==> src/rtl/fpdiv_pkg.sv <==
// rtl/fpdiv_pkg.sv - shared state encoding and mux select constants for the FP divide sequencer
package fpdiv_pkg;

    typedef enum logic [2:0] {
        IDLE   = 3'd0,
        INIT_Q = 3'd1,
        INIT_D = 3'd2,
        ITER_Q = 3'd3,
        ITER_D = 3'd4,
        REM    = 3'd5,
        DONE   = 3'd6
    } fpdiv_state_t;

    localparam logic [1:0] SELA_K  = 2'b00;
    localparam logic [1:0] SELA_D  = 2'b01;
    localparam logic [1:0] SELA_IA = 2'b10;

    localparam logic [1:0] SELB_D  = 2'b00;
    localparam logic [1:0] SELB_X  = 2'b01;
    localparam logic [1:0] SELB_Q  = 2'b10;
    localparam logic [1:0] SELB_DR = 2'b11;

endpackage

==> src/rtl/fpdiv_seq_ctrl.sv <==
// rtl/fpdiv_seq_ctrl.sv - Moore sequencer driving the Goldschmidt divide datapath selects and enables
module fpdiv_seq_ctrl
    import fpdiv_pkg::*;
#(
    parameter int ITERS = 3
) (
    input  logic       clock,
    input  logic       reset,
    input  logic       start,
    input  logic       rmode_in,
    output logic       ready,
    output logic       busy,
    output logic       done,
    output logic       rmode,
    output logic [1:0] sel_muxa,
    output logic [1:0] sel_muxb,
    output logic       enA,
    output logic       enB,
    output logic       enC,
    output logic       enR
);

    localparam int IW = $clog2(ITERS + 1);
    localparam logic [IW-1:0] ITER_LAST = IW'(ITERS - 1);

    generate
        if (ITERS < 1 || ITERS > 7) begin : g_bad_iters
            $error("fpdiv_seq_ctrl: ITERS must be in 1..7");
        end
    endgenerate

    fpdiv_state_t    state;
    logic [IW-1:0]   iter;

    always_ff @(posedge clock) begin
        if (reset) begin
            state <= IDLE;
            iter  <= '0;
            rmode <= 1'b0;
        end else begin
            case (state)
                IDLE: begin
                    if (start) begin
                        state <= INIT_Q;
                        iter  <= '0;
                        rmode <= rmode_in;
                    end
                end
                INIT_Q: state <= INIT_D;
                INIT_D: state <= ITER_Q;
                ITER_Q: state <= ITER_D;
                ITER_D: begin
                    if (iter == ITER_LAST) begin
                        state <= REM;
                        iter  <= '0;
                    end else begin
                        state <= ITER_Q;
                        iter  <= iter + IW'(1);
                    end
                end
                REM: state <= DONE;
                // A start seen while presenting the result begins the next op with no idle bubble
                DONE: begin
                    if (start) begin
                        state <= INIT_Q;
                        iter  <= '0;
                        rmode <= rmode_in;
                    end else begin
                        state <= IDLE;
                    end
                end
                default: begin
                    state <= IDLE;
                    iter  <= '0;
                end
            endcase
        end
    end

    always_comb begin
        ready    = 1'b0;
        busy     = 1'b0;
        done     = 1'b0;
        sel_muxa = SELA_K;
        sel_muxb = SELB_D;
        enA      = 1'b0;
        enB      = 1'b0;
        enC      = 1'b0;
        enR      = 1'b0;
        case (state)
            IDLE: ready = 1'b1;
            INIT_Q: begin
                busy     = 1'b1;
                sel_muxa = SELA_IA;
                sel_muxb = SELB_X;
                enB      = 1'b1;
            end
            INIT_D: begin
                busy     = 1'b1;
                sel_muxa = SELA_IA;
                sel_muxb = SELB_D;
                enA      = 1'b1;
                enC      = 1'b1;
            end
            // Q is refined with the K from the previous step, before K is replaced in ITER_D
            ITER_Q: begin
                busy     = 1'b1;
                sel_muxa = SELA_K;
                sel_muxb = SELB_Q;
                enB      = 1'b1;
            end
            ITER_D: begin
                busy     = 1'b1;
                sel_muxa = SELA_K;
                sel_muxb = SELB_DR;
                enA      = 1'b1;
                enC      = 1'b1;
            end
            REM: begin
                busy     = 1'b1;
                sel_muxa = SELA_D;
                sel_muxb = SELB_Q;
                enR      = 1'b1;
            end
            DONE: begin
                ready = 1'b1;
                done  = 1'b1;
            end
            default: ;
        endcase
    end

endmodule

==> config.mk <==
export PLATFORM = sky130hd
export DESIGN_NAME = fpdiv_seq_ctrl
export DESIGN_NICKNAME = d
export VERILOG_FILES = /design/src/rtl/fpdiv_pkg.sv /design/src/rtl/fpdiv_seq_ctrl.sv
export SDC_FILE = /design/constraint.sdc
export NUM_CORES = 1
export LEC_CHECK = 0
export CAP_MARGIN = 20
export CORE_AREA = 2 2 39 41
export CTS_BUF_LIST = sky130_fd_sc_hd__clkbuf_8
export DETAILED_ROUTE_END_ITERATION = 8
export DIE_AREA = 0 0 41 43
export PLACE_DENSITY_LB_ADDON = 0.3
export SLEW_MARGIN = 20
export SYNTH_ARGS = -nofsm -noshare
export SYNTH_HDL_FRONTEND = slang
export SYNTH_SLANG_ARGS = --single-unit
export TNS_END_PERCENT = 50
==> constraint.sdc <==
create_clock -name clock -period 1.35 [get_ports clock]
set_clock_uncertainty 0.1 [all_clocks]
set_input_delay 0.27 -clock clock [delete_from_list [all_inputs] [get_ports clock]]
set_output_delay 0.27 -clock clock [all_outputs]
set_load 0.02 [all_outputs]
After elaboration in Yosys (flattened, before gate mapping)

Index checks and enable logic that the tools add are counted.

Add/sub/neg operators: 1
Equal/unequal tests: 9
Muxes and demuxes: 15
Bitwise logic cells: 1
Reduce and logical (&&, ||, !) cells: 10

Operators by type and width:

| operator                                                        | count |
|---|---|
| 3-bit case mux with 7 select lines                              | 1 |
| 2-bit case mux with 3 select lines                              | 2 |
| 2-bit OR reduction                                              | 5 |
| 3-bit == test, second input constant                            | 3 |
| 1-bit 2-to-1 mux                                                | 7 |
| 3-bit by 2-bit == test with 1-bit output, second input constant | 2 |
| 3-bit 2-to-1 mux                                                | 2 |
| 5-bit OR reduction                                              | 1 |
| 2-bit 2-to-1 mux                                                | 2 |
| 2-bit case mux with 2 select lines                              | 1 |
| 2-bit AND reduction                                             | 2 |
| 4-bit OR reduction                                              | 1 |
| 3-bit by 1-bit == test with 1-bit output, second input constant | 1 |
| 3-bit zero test                                                 | 1 |
| 2-bit by 1-bit adder with 2-bit output, second input constant   | 1 |
| 2-bit == test, second input constant                            | 1 |
| 2-bit by 1-bit != test with 1-bit output, second input constant | 1 |
| 2-bit != test, second input constant                            | 1 |
| 1-bit NOT                                                       | 1 |

Register bits after elaboration: 6
Input bits: 4
Output and inout port bits: 12
Word-level logic and storage cells: 39

Longest topological paths before layout

Word-level depth: 4
Gate-level depth with buffers: 4
Gate-level depth less buffers: 3

Worst setup path before layout

Ideal clock, no wire load.

Path kind: reg-to-output
Start: register state[1]
End: output port enC
Arrival time: 1.249 ns
Required time: 0.980 ns
Path slack: -0.269 ns
Cell stages (with the launch flop): 4
Path buffers: 1
Cells stage by stage: dfxtp_1 -> xor2_1 -> nor2b_1 -> buf_4

Word-level cells in the longest chain between the ends: 3
Elaborated cells between the ends (all ways): 4
Classes of those cells: eq/ne: 2; mux: 1; reduce/logical: 1

Ends and longest elaborated chain:

| what                                                                      | line                 | text |
|---|---|---|
| start: declaration                                                        | fpdiv_seq_ctrl.sv:32 | `fpdiv_state_t state;` |
| start signal: assignment                                                  | fpdiv_seq_ctrl.sv:37 | `state <= IDLE;` |
| start signal: assignment                                                  | fpdiv_seq_ctrl.sv:44 | `state <= INIT_Q;` |
| start signal: assignment                                                  | fpdiv_seq_ctrl.sv:49 | `INIT_Q: state <= INIT_D;` |
| 3-bit == test or 3-bit by 2-bit == test with 1-bit output (tied branches) | -                    |  |
| 2-bit OR reduction (no line) *                                            | -                    |  |
| 1-bit 2-to-1 mux *                                                        | -                    |  |
| end: declaration                                                          | fpdiv_seq_ctrl.sv:19 | `output logic enC,` |

Mark *: on every way between the ends. The rest lies on a longest branch, timed or not.

Worst setup path after layout

Start: register state[2]
End: output port busy

Word-level cells in the longest chain between the ends: 3
Elaborated cells between the ends (all ways): 7
Classes of those cells: eq/ne: 5; mux: 1; reduce/logical: 1

Ends and longest elaborated chain:

| what                                  | line                 | text |
|---|---|---|
| 3-bit == test (tied with other cells) | fpdiv_seq_ctrl.sv:90 | `case (state)` |
| 5-bit OR reduction (no line) *        | -                    |  |
| 1-bit 2-to-1 mux *                    | fpdiv_seq_ctrl.sv:90 |  |
| end: declaration                      | fpdiv_seq_ctrl.sv:12 | `output logic busy,` |

Marks and branches as above.

==> metrics.txt <==
status finished, violations left; violations in the final reports negative setup slack; top post-synthesis cells by area dfxtp_1, nor2_1, a211oi_2; number of I/O pins 16; Mapped Area 427 sq um; DP Wirelength roughly 740 um; Compound-Gate Fraction of Synth Area 21.1%; Fill cells 110; Clock Power Share 31.2%; hold-fix buffers at CTS 0; dpl ws -443 ps; die span in x about 41 um; antenna cell count 0; area post-placement 694 sq um; Slew @ Worst Pin 253 ps; Clock Sinks 6; WP data required just under 1000 ps; final setup vio count 12; vias in the first global route between 400 and 500; Syn-to-layout area delta 91.2%; routability cong. 0.759; Crit Path Max Fanout 5; Max H-tree Level 1; unrepaired setup endpoints after global routing true; distinct cell type count after synthesis 24; pwr dens 1030 nW/um^2; CP Cell Sequence buf_4, nor3_2, a21oi_2, buf_2; vias per inst 4.48; grt total ovfl 0; DR WL/cell 10.2 um; Critical Path End Type output port; die area 1760 sq um; Combinational Power Share 43.8%; Critical Path Max Stage Delay between 300 and 400 ps; post-synth top area cell dfxtp_1; XOR/XNOR share of the synthesized area 6.16%; Switching Power approximately 260 uW; Seq cells post-synth 6; Min-Delay Path Class reg -> reg; crit path DAT 1110 ps; Peak VDD IR 0.000799 V; post-route setup slack -130 ps; Die H 43 um; root buffer cell clkbuf_8; sum of negative setup slack -1150 ps; Ys Warns 0; Final #Nets just over 90; Lkg Pwr around 0.00037 uW; TritonCTS clock tree yes; worst relative slew slack 82.9%; GRT Overall Usage 13.7%; port bufs 15; total CTS buffers 3; Syn Area/Cell 8.20 sq um; Internal between 500 and 600 uW; fin crit share 110%; first-pass GRT wire length 1.64 mm; Max stage delay cell, worst path dfxtp_4; cell count after synthesis 52; sw frac a little under a third; CP Launch Type register; Worst Path Buf+Inv 2; post-route design area 816 sq um; final hold slack 404 ps; largest net degree at the start of global routing 11; max cap viols 0; Starting Density around 31%; Clock Latency Late Sink 220 ps; total number of vias 457; Final Slew Violations 0; share of power burned in registers 25.0%; Core ar. ~1400 sq um; family with the most delay on the worst path flip-flops; first-pass iteration count of the detailed router 2; WS Path Type reg -> out; initial antenna violation count 0; DRC violations left 0; most frequent cells in the layout buf_4, buf_6, nor2_1; Peak Freq 0.676 GHz; share of the synthesized area in the top cell type 28.2%; Clock Tree Buf Depth 2; num rows 14; Simple-Gate Fraction of Synth Area between 30% and 40%; Routed WL about 1.0 mm; Final Hold Viols 0; fraction of layout cells with a size suffix above 1 ~60%; fin crit period 1480 ps; syn nets 56; post-synthesis mux area share 0%; largest family of logic cells by synthesized area simple AND/OR/NAND/NOR gates; sequential area share after synthesis between 20 and 30%; final core occ 59.0%; Post-Synth Adder-Cell Area 0%; Routed Antenna Nets 0; commonest non-fill, non-tap cell in the layout buf_4; clock slew at reported path FFs 40 ps; starting DRC count in detailed routing 2
==> sequential cells by signal, indices dropped and copies added (netlist names) <==
name,count
state,3
iter,2
rmode,1
==> metal layers <==
metal	wire length (um)	vias to the layer above	global-route usage [%]
met2	489	11	20.9
met5	0	-	0
li1	-	241	-
met1	500	203	17.5
met4	17	0	8.00
met3	34	2	1.57
==> cells in the mapped netlist <==
| library cell | count |
|---|---|
| a211oi_2 | 2 |
| a21oi_1 | 1 |
| a21oi_2 | 1 |
| and2_1 | 1 |
| and2b_1 | 2 |
| and3b_1 | 1 |
| buf_4 | 3 |
| buf_6 | 2 |
| dfxtp_1 | 6 |
| inv_1 | 1 |
| inv_2 | 1 |
| nand2_1 | 2 |
| nand2b_1 | 2 |
| nand3b_1 | 1 |
| nor2_1 | 8 |
| nor2b_1 | 4 |
| nor3_2 | 1 |
| nor4b_2 | 1 |
| o21a_1 | 1 |
| o21ai_0 | 2 |
| o21ai_1 | 5 |
| o41ai_1 | 1 |
| xnor2_1 | 2 |
| xor2_1 | 1 |
==> logic make-up (layout without fill, tap and decap cells) <==
logic type,Yosys count,in the layout
AOI/OAI and AO/OA,13,13
DFF,6,6
and+or+nand+nor,23,23
xor gates and xnor gates,3,3
buffers and inverters,7,41
==> path summary, 6_finish.rpt <==
path / slack, ps / end / startpoint / cells past startpoint
min: 400 / iter[0]$_SDFFE_PP0P_ / iter[0]$_SDFFE_PP0P_ / 1
max reg2reg: -60 / state[2]$_SDFFE_PP0P_ / state[2]$_SDFFE_PP0P_ / 8
max: -130 / busy / state[2]$_SDFFE_PP0P_ / 4
min reg2reg: 400 / iter[0]$_SDFFE_PP0P_ / iter[0]$_SDFFE_PP0P_ / 1
==> power groups by stage <==
| stage | clock (uW) | sequential [uW] | combinational, uW |
|---|---|---|---|
| 2_1_floorplan | 0 | 212 | 187 |
| 3_3_place_gp | 0 | 209 | 338 |
| 3_5_place_dp | 0 | 210 | 341 |
| 4_1_cts | 272 | 208 | 353 |
| 5_1_grt | 283 | 212 | 396 |
| 6_report | 263 | 211 | 369 |
==> worst reg2reg max path: stages (launching register included) <==
cell and delay, ps:
dfxtp_4 360, buf_6 130, nor2b_4 130, nand2_2 70, buf_6 110, buf_4 110
buf_4 120, buf_4 120, a21oi_2 90
==> area by class of cell <==
cell class              instances  area [sq um]  area share [%]
multi-input cells              39           305            37.4
clock buffers                   3          41.3            5.06
repair buffers                 36           310            38.0
flip-flops and latches          6           131            16.1
well taps                      16          20.0            2.45
inverters                       2          7.51           0.920
==> repair_timing <==
action,CTS,global route
pin swaps,3,3
gates resized for setup,69,7
buffers inserted,5,0
setup endpoints to repair,13,14
==> per-stage QoR <==
| step | cells | total power (uW) |
|---|---|---|
| after global routing | 102 | 892 |
| after CTS | 102 | 833 |
| after floorplan | 52 | 399 |
| after global placement | 94 | 547 |
| final | 102 | 844 |
| after detailed placement | 94 | 551 |
Note: power is estimated with default switching activity, not from simulation.
